$ cat config.mk
export PLATFORM = sky130hd
export DESIGN_NAME = fifo_flagged
export DESIGN_NICKNAME = d
export VERILOG_FILES = /design/src/rtl/fifo_flagged.sv
export SDC_FILE = /design/constraint.sdc
export NUM_CORES = 1
export LEC_CHECK = 0
export ABC_AREA = 1
export BUFFER_PORTS_ARGS = -buffer_cell sky130_fd_sc_hd__clkbuf_2
export CAP_MARGIN = 20
export CORE_MARGIN = 3
export CORE_UTILIZATION = 48
export DETAILED_ROUTE_END_ITERATION = 12
export PLACE_DENSITY = 0.73
export SYNTH_ARGS = -nofsm -noshare
export SYNTH_HDL_FRONTEND = slang
export SYNTH_SLANG_ARGS = --single-unit
export TNS_END_PERCENT = 5
$ cat constraint.sdc
create_clock -name clk -period 2 [get_ports clk]
set_input_delay 0.3 -clock clk [delete_from_list [all_inputs] [get_ports clk]]
set_output_delay 0.3 -clock clk [all_outputs]
set_load 0.01 [all_outputs]
$ cat src/rtl/fifo_flagged.sv
// fifo_flagged: single-clock FIFO with occupancy count, programmable
// almost-full/almost-empty thresholds and sticky overflow/underflow flags.
// Optional build macro FIFO_FWFT_EN selects first-word fall-through read data;
// without it read_data_out is a register loaded on each accepted read.
module fifo_flagged #(
  parameter int unsigned DATA_SIZE        = 8,
  parameter int unsigned ADDR_SPACE_EXP   = 6,
  parameter int unsigned ALMOST_FULL_LVL  = 2**ADDR_SPACE_EXP - 4,
  parameter int unsigned ALMOST_EMPTY_LVL = 4
) (
  input  logic                      clk,
  input  logic                      reset_n,
  input  logic                      write_to_fifo,
  input  logic                      read_from_fifo,
  input  logic [DATA_SIZE-1:0]      write_data_in,
  output logic [DATA_SIZE-1:0]      read_data_out,
  output logic                      empty,
  output logic                      full,
  output logic                      almost_empty,
  output logic                      almost_full,
  output logic [ADDR_SPACE_EXP:0]   fill_count,
  output logic                      overflow,
  output logic                      underflow,
  input  logic                      clear_err
);

  localparam int unsigned DEPTH = 2**ADDR_SPACE_EXP;
  localparam int unsigned CW    = ADDR_SPACE_EXP + 1;

  localparam logic [CW-1:0]             DepthC   = CW'(DEPTH);
  localparam logic [CW-1:0]             AfLvl    = CW'(ALMOST_FULL_LVL);
  localparam logic [CW-1:0]             AeLvl    = CW'(ALMOST_EMPTY_LVL);
  localparam logic [CW-1:0]             CountOne = CW'(1);
  localparam logic [ADDR_SPACE_EXP-1:0] PtrOne   = ADDR_SPACE_EXP'(1);

  logic [DATA_SIZE-1:0]      mem_q [DEPTH];
  logic [ADDR_SPACE_EXP-1:0] wr_ptr_q, wr_ptr_d;
  logic [ADDR_SPACE_EXP-1:0] rd_ptr_q, rd_ptr_d;
  logic [CW-1:0]             count_q, count_d;
  logic                      empty_q, empty_d;
  logic                      full_q, full_d;
  logic                      almost_empty_q, almost_empty_d;
  logic                      almost_full_q, almost_full_d;
  logic                      overflow_q, overflow_d;
  logic                      underflow_q, underflow_d;
  logic                      wr_acc, rd_acc;

  // Accept decisions use the registered flags; a full FIFO still takes a
  // write when a read frees a slot on the same edge.
  always_comb begin
    wr_acc = write_to_fifo & (~full_q | read_from_fifo);
    rd_acc = read_from_fifo & ~empty_q;
  end

  // Next-state pointers, count, flags and sticky errors.
  always_comb begin
    wr_ptr_d = wr_ptr_q;
    rd_ptr_d = rd_ptr_q;
    count_d  = count_q;
    if (wr_acc) wr_ptr_d = wr_ptr_q + PtrOne;
    if (rd_acc) rd_ptr_d = rd_ptr_q + PtrOne;
    case ({wr_acc, rd_acc})
      2'b10:   count_d = count_q + CountOne;
      2'b01:   count_d = count_q - CountOne;
      default: count_d = count_q;
    endcase
    empty_d        = (count_d == '0);
    full_d         = (count_d == DepthC);
    almost_empty_d = (count_d <= AeLvl);
    almost_full_d  = (count_d >= AfLvl);
    // Set wins over a same-cycle clear.
    overflow_d  = (overflow_q & ~clear_err) | (write_to_fifo & full_q & ~read_from_fifo);
    underflow_d = (underflow_q & ~clear_err) | (read_from_fifo & empty_q);
  end

  // Control state with asynchronous reset.
  always_ff @(posedge clk or negedge reset_n) begin
    if (!reset_n) begin
      wr_ptr_q       <= '0;
      rd_ptr_q       <= '0;
      count_q        <= '0;
      empty_q        <= 1'b1;
      full_q         <= 1'b0;
      almost_empty_q <= 1'b1;
      almost_full_q  <= 1'b0;
      overflow_q     <= 1'b0;
      underflow_q    <= 1'b0;
    end else begin
      wr_ptr_q       <= wr_ptr_d;
      rd_ptr_q       <= rd_ptr_d;
      count_q        <= count_d;
      empty_q        <= empty_d;
      full_q         <= full_d;
      almost_empty_q <= almost_empty_d;
      almost_full_q  <= almost_full_d;
      overflow_q     <= overflow_d;
      underflow_q    <= underflow_d;
    end
  end

  // Storage array; contents deliberately survive reset.
  always_ff @(posedge clk) begin
    if (wr_acc) mem_q[wr_ptr_q] <= write_data_in;
  end

`ifdef FIFO_FWFT_EN
  // Head word falls through; forced to zero while nothing valid is stored.
  always_comb begin
    read_data_out = empty_q ? '0 : mem_q[rd_ptr_q];
  end
`else
  logic [DATA_SIZE-1:0] rdata_q, rdata_d;

  // Read register loads the head word on an accepted read, holds otherwise.
  always_comb begin
    rdata_d = rd_acc ? mem_q[rd_ptr_q] : rdata_q;
  end

  // Read data register with asynchronous reset.
  always_ff @(posedge clk or negedge reset_n) begin
    if (!reset_n) rdata_q <= '0;
    else          rdata_q <= rdata_d;
  end

  // Drive the output port from the read register.
  always_comb begin
    read_data_out = rdata_q;
  end
`endif

  // Drive the remaining output ports from the registered state.
  always_comb begin
    empty        = empty_q;
    full         = full_q;
    almost_empty = almost_empty_q;
    almost_full  = almost_full_q;
    fill_count   = count_q;
    overflow     = overflow_q;
    underflow    = underflow_q;
  end

endmodule

==> results.toml <==
[yosys]
synth-simple-area-share_pct = 13.0
syn_area_per_cell_um2 = 12.3
yosysUniqueCellTypes = 32
synth_nets = 1817
yosys.area.top_type = "edfxtp_1"
ys_warn_count = 0
synth-compound-area-share_pct = 9.80
synthMuxAreaShare_pct = 0
synth_area_leaders = "edfxtp_1 (70%), nor2_1 (6.0%), o21ai_0 (5.2%), nand2_1 (3.7%), dfrtp_1 (3.5%)"
syn_inst = 1800
synth_top_family_by_area = "simple AND/OR/NAND/NOR gates"
seq_area_frac_synth_pct = 73.5
synth_xor_area_share_pct = 0.477
synthAdderAreaFrac_pct = 0.227
netlist.area_leader.share_pct = 69.7
synth.cell_area_mm2 = 0.0221
ys_seq_elements = 545

[worst_hold_path]
hold_class = "input port to flop"

[floorplanning]
core_area_mm2 = 0.0448
fp.dieArea_mm2 = 0.0485
io_pins = 34
die_w_um = 220
rows = 77
initial_utilization_pct = 49.2
die-height_um = 220

[global_route]
grt_pass1_wl_mm = 83.8
grt_max_degree = 81
grt_overflow = 0
track_usage_pct = 22.6
grt_pass1_vias = 14600
use_met2_pct = 36.9
grt_util_met1_pct = 30.4
grt-busiest-layer = "met2"
antenna_found_initial = 0
grt_util_met3_pct = 3.82

[finish]
fin_nets = 1976
drive_gt1_share_pct = 17.4
final_core_util_pct = 58.4
syn2layout_area_growth_pct = 18.7
antenna_cells = 0

[route]
routedWlPerCell_um = 21.4
first_pass_iters = 6
vias = 15100
dr.first_iter.drc_count = 1472
drc = 0
via_per_inst = 5.83
postRouteWirelength_mm = 55.5
postRouteAntennaNets = 0

[power_and_ir_drop]
irDropWorstVdd_v = 0.000865
p_leak_nw = 9.16
powerDensity_mw_per_mm2 = 1420
p_total_mw = 37.3

[outcome]
failed_checks = "negative setup slack"
outcome = "finished, violations left"

[clocking]
numCtsBuffers = 54
clk_pin_slew_ns = 0.06
cts.path.max_buffers = 3
htree_levels = 2
cts-root-buf = "clkbuf_16"
cts_tree = "done"
cts_sinks = 545
insertion_delay_ns = 0.59

[timing]
fin_tns_setup_ns = -0.730
drv_slew = 0
fin_skew_ns = 0.0168
rsz0062_at_grt = "true"
max_freq_mhz = 470
tightest_slew_ns = 0.779
hold_viol = 0
period_share_pct = 106
fin_ws_ns = -0.126
slew_headroom_pct = 48.1
setup_violations = 9
fin_crit_ns = 2.13

[job]
maxCapViolCount = 0

[worst_setup_path]
cpMaxStageDelayCell = "dfrtp_4"
arrival_ns = 2.61
cp.required_ns = 2.48
crit_chain = "buf_12 -> nor2_1 -> nor2_1 -> o21ai_1 -> o21ai_0 -> o211ai_1 -> nand2_2 -> nand3_1 -> nand2_1 -> nand2_1 -> nand2_1"
crit_path_frequent_cell = "nand2_1"
cp-start-kind = "flop"
cpPeakStageDelay_ns = 0.58
path_max_fanout = 50
endpoint_kind = "flop"
timing_worst_setup_path_type = "flop to flop"

[placed_design]
gp_congestion = 0.904
io_buffers = 33
post-dp-hpwl_mm = 32.8
-- state kept, by name, summed over array words and instances (netlist names) --
| signal | count |
|---|---|
| almost_empty | 1 |
| almost_full | 1 |
| empty | 1 |
| fill_count | 7 |
| full | 1 |
| mem_q | 512 |
| overflow | 1 |
| rd_ptr_q | 6 |
| read_data_out | 8 |
| underflow | 1 |
| wr_ptr_q | 6 |
-- final timing paths --
kind                                  start          endpoint  slack [ns]  depth (start not counted)
max reg2reg                     rd_ptr_q[0]  read_data_out[2]       -0.13                         11
min                          read_from_fifo         underflow        0.14                          3
min in group asynchronous           reset_n  read_data_out[0]        0.27                          2
max in group asynchronous           reset_n      almost_empty        1.04                          3
max                             rd_ptr_q[0]  read_data_out[2]       -0.13                         11
min reg2reg                read_data_out[4]  read_data_out[4]        0.50                          2
-- where the power goes --
part | internal (mW) | switching [mW] | total (mW)
registers | 13.2 | 0.515 | 13.7
logic | 4.93 | 8.84 | 13.8
clock network | 5.76 | 4.07 | 9.83
total | 23.9 | 13.4 | 37.3
-- cells in the mapped netlist --
cell type  instances
nand2_1          216
ha_1               4
buf_1              4
nor3_1             3
o21ai_1           10
nand3_1          109
o21ai_0          230
nand4_1           15
a21oi_1           23
o211ai_1          50
xnor2_1            2
inv_1             40
nor2_1           354
clkbuf_1          65
o21ai_2            1
or2_2              4
buf_4              8
dfrtp_1           31
xor2_1            10
o221ai_1          14
or2_0              1
nor4_1             1
o22ai_1           54
buf_2             23
nand2_2            2
nand3_2            1
clkinv_1           1
edfxtp_1         512
nor2_4             1
dfstp_2            2
inv_2              3
buf_6              6
-- per-stage QoR --
stage | hold slack (ns) | setup WS [ns] | area, um2 | instances
2_1_floorplan | 0.00441 | 0.0208 | 22100 | 1800
3_3_place_gp | 0.322 | -0.0889 | 24000 | 2478
3_5_place_dp | 0.354 | -0.130 | 24000 | 2478
4_1_cts | 0.0444 | -0.0752 | 25900 | 2585
5_1_grt | 0.149 | -0.242 | 26200 | 2593
6_report | 0.137 | -0.126 | 26200 | 2593
-- area by class of cell --
class | count | area, um2
Tap cell | 592 | 741
Multi-Input combinational cell | 1105 | 5370
Sequential cell | 545 | 16200
Timing Repair Buffer | 209 | 1940
Clock buffer | 81 | 1610
Clock inverter | 17 | 130
Inverter | 44 | 175
Fill cell | 3366 | 18600
-- timing repair --
item | 4_1_cts | 5_1_grt
endpoints found under the setup margin | 10 | 390
cloned | 1 | 3
endpoints found under the hold margin | 22 | 0
pin swaps | 8 | 33
gates resized for setup | 12 | 64
setup buffers | 6 | 5
hold buffers | 2 | 0
-- kinds of logic after synthesis --
group,count (synthesis)
XOR/XNOR,12
AND/OR/NAND/NOR,707
buffers and inverters,150
flip-flops,545
adder cells (fa/ha/maj),4
AO/OA/AOI/OAI,382
-- critical path: cells and delay by family (launching register included) --
| family | cells | cell delay [ns] |
|---|---|---|
| and+or+nand+nor | 7 | 0.59 |
| AOI/OAI and AO/OA | 3 | 0.59 |
| DFF | 1 | 0.58 |
| buffers and inverters | 1 | 0.21 |
-- cells in the final DEF (no fill, tap or decap), drive strengths merged, types with 2 or more instances in the layout --
master,netlist,routed
a21oi,23,23
buf,41,170
bufinv,0,2
clkbuf,65,117
clkinv,1,15
dfrtp,31,31
dfstp,2,2
dlygate4sd3,0,2
edfxtp,512,512
ha,4,4
inv,43,44
nand2,218,218
nand3,110,110
nand4,15,15
nor2,355,355
nor3,3,3
o211ai,50,50
o21ai,241,241
o221ai,14,14
o22ai,54,54
or2,5,5
xnor2,2,2
xor2,10,10
-- metal layers --
layer / vias up / wire [um]
met5: - / 0
met4: 0 / 2190
met3: 128 / 5240
met2: 761 / 26500
met1: 7396 / 21600
li1: 6831 / -
(Power assumes the default switching activity.)
